File: config.mk
export PLATFORM = sky130hd
export DESIGN_NAME = button_gesture
export DESIGN_NICKNAME = d
export VERILOG_FILES = /design/src/rtl/button_gesture.sv
export SDC_FILE = /design/constraint.sdc
export NUM_CORES = 1
export LEC_CHECK = 0
export ABC_AREA = 1
export BUFFER_PORTS_ARGS = -buffer_cell sky130_fd_sc_hd__buf_4
export CORE_ASPECT_RATIO = 0.7
export CORE_MARGIN = 2
export CORE_UTILIZATION = 55
export DETAILED_ROUTE_END_ITERATION = 8
export GPL_ROUTABILITY_DRIVEN = 0
export PLACE_DENSITY = 0.71
export RECOVER_POWER = 50
export SYNTH_ARGS = -nofsm -noshare
export SYNTH_HDL_FRONTEND = slang
export SYNTH_SLANG_ARGS = --single-unit
File: constraint.sdc
create_clock -name clk -period 6 [get_ports clk]
set_input_delay 0.3 -clock clk [delete_from_list [all_inputs] [get_ports clk]]
set_output_delay 0.3 -clock clk [all_outputs]
set_load 0.05 [all_outputs]
File: src/rtl/button_gesture.sv
`default_nettype none
`timescale 1ns/1ps
// ============================================================================
//  Module      : button_gesture
//  Description : Two-button front-end for the watch UI. Synchronises and
//                debounces two active-low push buttons, then classifies each
//                gesture as a short press, a long single-key hold or a
//                two-key chord hold, and reports it as a one-cycle pulse.
//
//  Ports       : clk      - clock
//                rst      - asynchronous active-high reset
//                key_a_n  - raw button A, active-low, asynchronous to clk
//                key_b_n  - raw button B, active-low, asynchronous to clk
//                held_a   - debounced level of A (1 = pressed)
//                held_b   - debounced level of B (1 = pressed)
//                press_a  - pulse: A released before the long-hold time
//                press_b  - pulse: B released before the long-hold time
//                long_a   - pulse: A alone held for the long-hold time
//                long_b   - pulse: B alone held for the long-hold time
//                chord    - pulse: A and B together held for the long-hold time
//
//  Revision    : 1.0 - initial release
// ============================================================================
module button_gesture #(
    parameter int CLK_HZ      = 50_000_000,
    parameter int DEBOUNCE_MS = 20,
    parameter int LONG_MS     = 4000
) (
    input  logic clk,
    input  logic rst,
    input  logic key_a_n,
    input  logic key_b_n,
    output logic held_a,
    output logic held_b,
    output logic press_a,
    output logic press_b,
    output logic long_a,
    output logic long_b,
    output logic chord
);

    localparam int c_DB_CYC   = (CLK_HZ / 1000) * DEBOUNCE_MS;
    localparam int c_LONG_CYC = (CLK_HZ / 1000) * LONG_MS;
    localparam int c_DB_W     = $clog2(c_DB_CYC + 1);
    localparam int c_HOLD_W   = $clog2(c_LONG_CYC + 1);

    localparam logic [c_DB_W-1:0]   c_DB_LAST   = c_DB_W'(c_DB_CYC - 1);
    localparam logic [c_HOLD_W-1:0] c_HOLD_LAST = c_HOLD_W'(c_LONG_CYC - 1);
    localparam logic [c_HOLD_W-1:0] c_HOLD_SAT  = c_HOLD_W'(c_LONG_CYC);

    localparam logic [2:0] c_ST_IDLE = 3'd0;
    localparam logic [2:0] c_ST_A_DN = 3'd1;
    localparam logic [2:0] c_ST_B_DN = 3'd2;
    localparam logic [2:0] c_ST_BOTH = 3'd3;
    localparam logic [2:0] c_ST_REL  = 3'd4;

    logic [1:0] w_key_n;
    logic [1:0] w_held;

    assign w_key_n = {key_b_n, key_a_n};

    // ------------------------------------------------------------------------
    // Per-key synchroniser and debouncer. The sync chain resets to the idle
    // (released) level so a key held through reset is seen as a new press.
    // ------------------------------------------------------------------------
    generate
        for (genvar gi = 0; gi < 2; gi++) begin : g_key
            logic [1:0]        r_sync;
            logic [c_DB_W-1:0] r_db_cnt;
            logic              r_held;
            logic              w_pressed;

            assign w_pressed  = ~r_sync[1];
            assign w_held[gi] = r_held;

            always_ff @(posedge clk or posedge rst) begin
                if (rst) begin
                    r_sync   <= 2'b11;
                    r_db_cnt <= '0;
                    r_held   <= 1'b0;
                end else begin
                    r_sync <= {r_sync[0], w_key_n[gi]};
                    if (w_pressed == r_held) begin
                        r_db_cnt <= '0;
                    end else if (r_db_cnt == c_DB_LAST) begin
                        r_held   <= ~r_held;
                        r_db_cnt <= '0;
                    end else begin
                        r_db_cnt <= r_db_cnt + 1'b1;
                    end
                end
            end
        end
    endgenerate

    assign held_a = w_held[0];
    assign held_b = w_held[1];

    // ------------------------------------------------------------------------
    // Gesture classifier. One shared hold counter, cleared on every state
    // entry. Key changes take priority over the hold timeout in the same
    // cycle, so a release coinciding with the timeout is treated as a release.
    // ------------------------------------------------------------------------
    logic [2:0]          r_state;
    logic [c_HOLD_W-1:0] r_hold;
    logic [c_HOLD_W-1:0] w_hold_inc;

    assign w_hold_inc = (r_hold == c_HOLD_SAT) ? r_hold : r_hold + 1'b1;

    always_ff @(posedge clk or posedge rst) begin
        if (rst) begin
            r_state <= c_ST_IDLE;
            r_hold  <= '0;
            press_a <= 1'b0;
            press_b <= 1'b0;
            long_a  <= 1'b0;
            long_b  <= 1'b0;
            chord   <= 1'b0;
        end else begin
            press_a <= 1'b0;
            press_b <= 1'b0;
            long_a  <= 1'b0;
            long_b  <= 1'b0;
            chord   <= 1'b0;

            case (r_state)
                c_ST_IDLE: begin
                    r_hold <= '0;
                    if (held_a && held_b) begin
                        r_state <= c_ST_BOTH;
                    end else if (held_a) begin
                        r_state <= c_ST_A_DN;
                    end else if (held_b) begin
                        r_state <= c_ST_B_DN;
                    end
                end

                c_ST_A_DN: begin
                    if (!held_a && held_b) begin
                        // Hand-over from A to B in one cycle: ambiguous, drop it.
                        r_state <= c_ST_REL;
                        r_hold  <= '0;
                    end else if (held_b) begin
                        r_state <= c_ST_BOTH;
                        r_hold  <= '0;
                    end else if (!held_a) begin
                        press_a <= 1'b1;
                        r_state <= c_ST_IDLE;
                        r_hold  <= '0;
                    end else if (r_hold == c_HOLD_LAST) begin
                        long_a  <= 1'b1;
                        r_state <= c_ST_REL;
                        r_hold  <= '0;
                    end else begin
                        r_hold <= w_hold_inc;
                    end
                end

                c_ST_B_DN: begin
                    if (!held_b && held_a) begin
                        r_state <= c_ST_REL;
                        r_hold  <= '0;
                    end else if (held_a) begin
                        r_state <= c_ST_BOTH;
                        r_hold  <= '0;
                    end else if (!held_b) begin
                        press_b <= 1'b1;
                        r_state <= c_ST_IDLE;
                        r_hold  <= '0;
                    end else if (r_hold == c_HOLD_LAST) begin
                        long_b  <= 1'b1;
                        r_state <= c_ST_REL;
                        r_hold  <= '0;
                    end else begin
                        r_hold <= w_hold_inc;
                    end
                end

                c_ST_BOTH: begin
                    if (!held_a || !held_b) begin
                        // Chord aborted before the hold time: no event.
                        r_state <= c_ST_REL;
                        r_hold  <= '0;
                    end else if (r_hold == c_HOLD_LAST) begin
                        chord   <= 1'b1;
                        r_state <= c_ST_REL;
                        r_hold  <= '0;
                    end else begin
                        r_hold <= w_hold_inc;
                    end
                end

                c_ST_REL: begin
                    r_hold <= '0;
                    if (!held_a && !held_b) begin
                        r_state <= c_ST_IDLE;
                    end
                end

                default: begin
                    r_state <= c_ST_IDLE;
                    r_hold  <= '0;
                end
            endcase
        end
    end

endmodule
`default_nettype wire

## Yosys cells after proc, flatten, opt, wreduce, memory -nomap -nowiden

Index checks and enable logic that the tools add are counted.

| word-level totals | value |
|---|---|
| flip-flop bits (word level) | 82 |
| word-level logic and storage cells | 91 |
| output and inout bits | 7 |

| cells by class | value |
|---|---|
| reduce and logical (&&, ||, !) cells | 11 |
| $add $sub $neg | 3 |
| eq/ne operators | 12 |
| muxes and demuxes | 46 |
| bitwise operators | 6 |

Operators by type and width:

| cell | number |
|---|---|
| $mux 28 | 9 |
| $pmux 28 s3 | 1 |
| $mux 20 | 4 |
| $eq 28x28->1 const B | 2 |
| $add 20x1->20 const B | 2 |
| $eq 20x20->1 const B | 2 |
| $mux 3 | 12 |
| $add 28x1->28 const B | 1 |
| $mux 1 | 19 |
| $pmux 3 s5 | 1 |
| $eq 3x2->1 const B | 2 |
| $not 1->1 | 6 |
| $reduce_and 2->1 | 3 |
| $logic_and 1x1->1 | 4 |
| $ne 4x4->1 const B | 1 |
| $eq 3x1->1 const B | 1 |
| $eq 3x3->1 const B | 1 |
| $logic_not 3->1 | 1 |
| $eq 1x1->1 | 2 |
| $logic_not 1->1 | 2 |
| $ne 2x2->1 const B | 1 |
| $logic_or 1x1->1 | 1 |

## Logic depth before layout (Yosys ltp)

| logic depth | value |
|---|---|
| depth in word-level cells | 7 |
| gate-level depth with buffers | 10 |
| mapped depth without buffers | 10 |

## Least setup slack after synthesis

OpenSTA, ideal clock, no wires.

| timing path | value |
|---|---|
| path type | reg-to-reg |
| from | register g_key[0].r_held (netlist: held_a) |
| to | register r_hold[9] |
| required time | 5.928 ns |
| setup slack | 4.312 ns |
| cell stages (with the launch flop) | 9 |
| data arrival time | 1.616 ns |
| buffers on the path | 2 |
| cells stage by stage | dfrtp_1 -> buf_2 -> nand2_1 -> nor2_1 -> inv_1 -> nand3_2 -> nand2_4 -> buf_6 -> nor2_1 |

| on the way | value |
|---|---|
| cells in the longest elaborated chain, start to end | 4 |

Ends and longest elaborated chain:

| what | line | text |
|---|---|---|
| from (decl) | 70 | `logic r_held;` |
| from (signal assigned) | 86 | `r_held <= ~r_held;` |
| $mux 28 or $logic_not 1->1 (tied branches) | 146, 139, 180 |  |
| $mux 28 (tied with other cells) | 143 | `end else if (held_b) begin` |
| $mux 28, on equally long branches | 139, 180 |  |
| $pmux 28 s3 (*) | 126 | `case (r_state)` |
| to (signal assigned) | 155 | `r_hold <= w_hold_inc;` |
| to (signal assigned) | 175 | `r_hold <= w_hold_inc;` |
| to (signal assigned) | 189 | `r_hold <= w_hold_inc;` |
| to (decl) | 105 | `logic [c_HOLD_W-1:0] r_hold;` |

Mark *: on every way between the ends. The rest lies on a longest branch, timed or not.
A chain may end at the register's enable or synchronous reset.

## Worst setup path after layout

| timing path | value |
|---|---|
| from | register r_state[1] |
| to | register r_hold[12] |

| on the way | value |
|---|---|
| cells in the longest elaborated chain, start to end | 2 |

Ends and longest elaborated chain:

| what | line | text |
|---|---|---|
| from (decl) | 104 | `logic [2:0] r_state;` |
| from (signal assigned) | 112 | `r_state <= c_ST_IDLE;` |
| from (signal assigned) | 130 | `r_state <= c_ST_BOTH;` |
| from (signal assigned) | 132 | `r_state <= c_ST_A_DN;` |
| $eq 3x2->1 or $eq 3x1->1 (tied branches) | 126 |  |
| $pmux 28 s3 (*) | 126 |  |

Marked as above.

==> run metrics <==
status=completed; syn nets=approximately 660; CP startpoint kind=flop; final worst-path cycle share=approximately 33%; Tmin final=between 1.5 and 2 ns; CP delay by family, top=simple AND/OR/NAND/NOR gates; synthesis-to-layout area growth=10.7%; Slew Limit Fails=0; Max-cap violations=0; Hold Vio Cnt, Final=0; Max FO, Critical Path=19; Distinct cells, synth=40; worst hold-check path type=in -> reg; Synth top area share=between 40% and 50%; most frequent cells in the layout=139 x nand2_1, 136 x nor2_1, 86 x inv_1; Clock transition at path regs=0.06 ns; PortBufs=10; WL final=between 10 and 15 mm; most frequent CP cell=nand3_2; ys async rst share=between 90% and 100%; RSZ-0062 raised after global routing=false; layout cells sized above 1=roughly a tenth; Final Core Density=62.5%; synth top area cells=dfrtp_1 41%, nand2_1 11%, nor2_1 11%; Initial Utilization=a little under three fifths; Vias=~4200; Buf/Inv on CP=1; Final Setup Violations=0; Post-synth EDFFs=0; global-route wire length before repair=~18 mm; Syn. warnings=0; insertion delay to the later sink of the worst-skew pair=roughly 0.34 ns; # IOs=11; peak supply drop=0.161 mV; CTS buffer count=9; post-CTS sizing=0; initial antenna violation count=0; sequential fraction of the synthesis area=a little over two fifths; reg-to-reg setup timing slack=approximately 4 ns; FP Rows=28; Tot GR Track Use=24.9%; Power Dens Cells=between 200 and 250 nW/um2; largest net degree at the start of global routing=just over 80; die width=115 um; Post-synth top flop=dfrtp_1; Layout Skew=0.00692 ns; slowest stage cell, crit path=nor3_1; arrival time at the worst endpoint=between 2 and 2.5 ns; Yosys reg bits=between 80 and 90; # H-tree levels=3; grt total ovfl=0; CP Capture Type=flop; remaining antenna violation count after routing=0; CTS max path bufs=2; commonest non-fill, non-tap cell in the layout=nand2_1; root buf cell=clkbuf_16; DRC viols=0; DIE AREA=roughly 9400 um2; drt via density=5.34; critical path's largest stage delay=just under 0.6 ns; Setup Fix Bufs, Post-CTS=0; Avg WL per Cell=13.5 um; Die Height=between 80 and 90 um; fmax=roughly 500 MHz; core area=8440 um2; setup TNS=0 ns; Slew headroom=between 30% and 40%; Antenna Cells=0; vias in the first global route=3703; Final #Nets=674; Post-CTS Hold Fix Bufs=0; synthesized area=between 4000 and 5000 um2; WP data required=around 6.3 ns; measured slew at the worst slew-check pin=roughly 1.0 ns; CTS Sinks=between 80 and 90; CTS tree=done; drt first pass iters=5; top cell type by total area after synthesis=dfrtp_1; Starting DRT DRC Count=~370; Post-Synthesis Cells=roughly 650; Layout fillers=approximately 730; Avg Inst Size Synth=about 7.4 um2; post-DP HPWL=between 7 and 8 mm; chain of cells forming the critical path=nor3_1 -> nand3_2 -> nand3_2 -> nand2_4 -> inv_4 -> nand2_1 -> a21oi_1; Static Leak=approximately 2.2 nW; Crit Path Class=reg -> reg
-- flip-flops by register name, indices dropped and copies added, names as in the netlist --
signal          cells
chord               1
r_hold             28
long_b              1
press_b             1
held_b              1
long_a              1
g_key.r_db_cnt     40
r_state             3
g_key.r_sync        4
held_a              1
press_a             1
-- final cells by class --
type                    count  area [um2]  share of cell area [%]
clock buffers              10         229                    4.34
clock inverters             6        82.6                    1.57
inverters                  92         349                    6.62
multi-input cells         470        2320                    44.1
flip-flops and latches     82        2060                    39.0
well taps                 120         150                    2.85
repair buffers             11        82.6                    1.57
-- cell usage after synthesis, types with 5 or more instances --
master,count
nand2_1,139
nor2_1,136
inv_1,87
dfrtp_1,78
nand3_1,42
nor3_1,27
nand4_1,25
xor2_1,18
a21oi_1,14
o21ai_0,11
xnor2_1,8
nand3_2,6
nor2_2,6
nand3b_1,5
-- logic make-up (layout without fill, tap and decap cells) --
group	Yosys count	count (layout)	synth area share, %
and+or+nand+nor	405	405	38.9
buffers and inverters	96	119	7.83
DFF	82	82	43.2
AOI/OAI and AO/OA	34	34	4.07
xor gates and xnor gates	26	26	4.78
adders and majority gates	4	4	1.05
muxes	1	1	0.210
-- worst paths after layout --
| kind | from | to | cells after the start |
|---|---|---|---|
| setup / recovery | r_state[1]$_DFFE_PP0P_ | r_hold[12]$_DFF_PP0_ | 7 |
| hold / removal | key_a_n | g_key[0].r_sync[0]$_DFF_PP1_ | 1 |
| setup reg to reg | r_state[1]$_DFFE_PP0P_ | r_hold[12]$_DFF_PP0_ | 7 |
| hold reg to reg | g_key[1].r_sync[0]$_DFF_PP1_ | g_key[1].r_sync[1]$_DFF_PP1_ | 0 |
| max in group asynchronous | rst | g_key[1].r_db_cnt[15]$_DFF_PP0_ | 3 |
| min in group asynchronous | rst | g_key[0].r_db_cnt[8]$_DFF_PP0_ | 3 |
-- per-stage QoR --
| step | setup slack (ns) | hold WS (ns) | cells | power (mW) | instance area [um2] |
|---|---|---|---|---|---|
| 2_1_floorplan | 3.60 | 0.304 | 648 | 0.591 | 4760 |
| 6_report | 4.00 | 0.0658 | 791 | 1.17 | 5270 |
| 5_1_grt | 3.85 | 0.0513 | 791 | 1.21 | 5270 |
| 4_1_cts | 4.20 | 0.0479 | 791 | 1.19 | 5290 |
| 3_5_place_dp | 4.20 | 0.347 | 775 | 0.600 | 4970 |
| 3_3_place_gp | 4.30 | 0.347 | 775 | 0.599 | 4970 |
-- report_power, final --
| group | internal, mW | leakage, nW | switching [mW] |
|---|---|---|---|
| registers | 0.559 | 1.13 | 0.00367 |
| clock network | 0.362 | 0.152 | 0.222 |
| logic | 0.00639 | 0.963 | 0.0202 |
-- per-layer routing --
layer  vias up  wire (um)  GRT usage (%)
met5         -          0              0
met3        13        745           5.83
met1      1964       5610           39.1
met4         0        134           8.31
li1       2107          -              -
met2       143       4190           32.9
(Power assumes the default switching activity.)
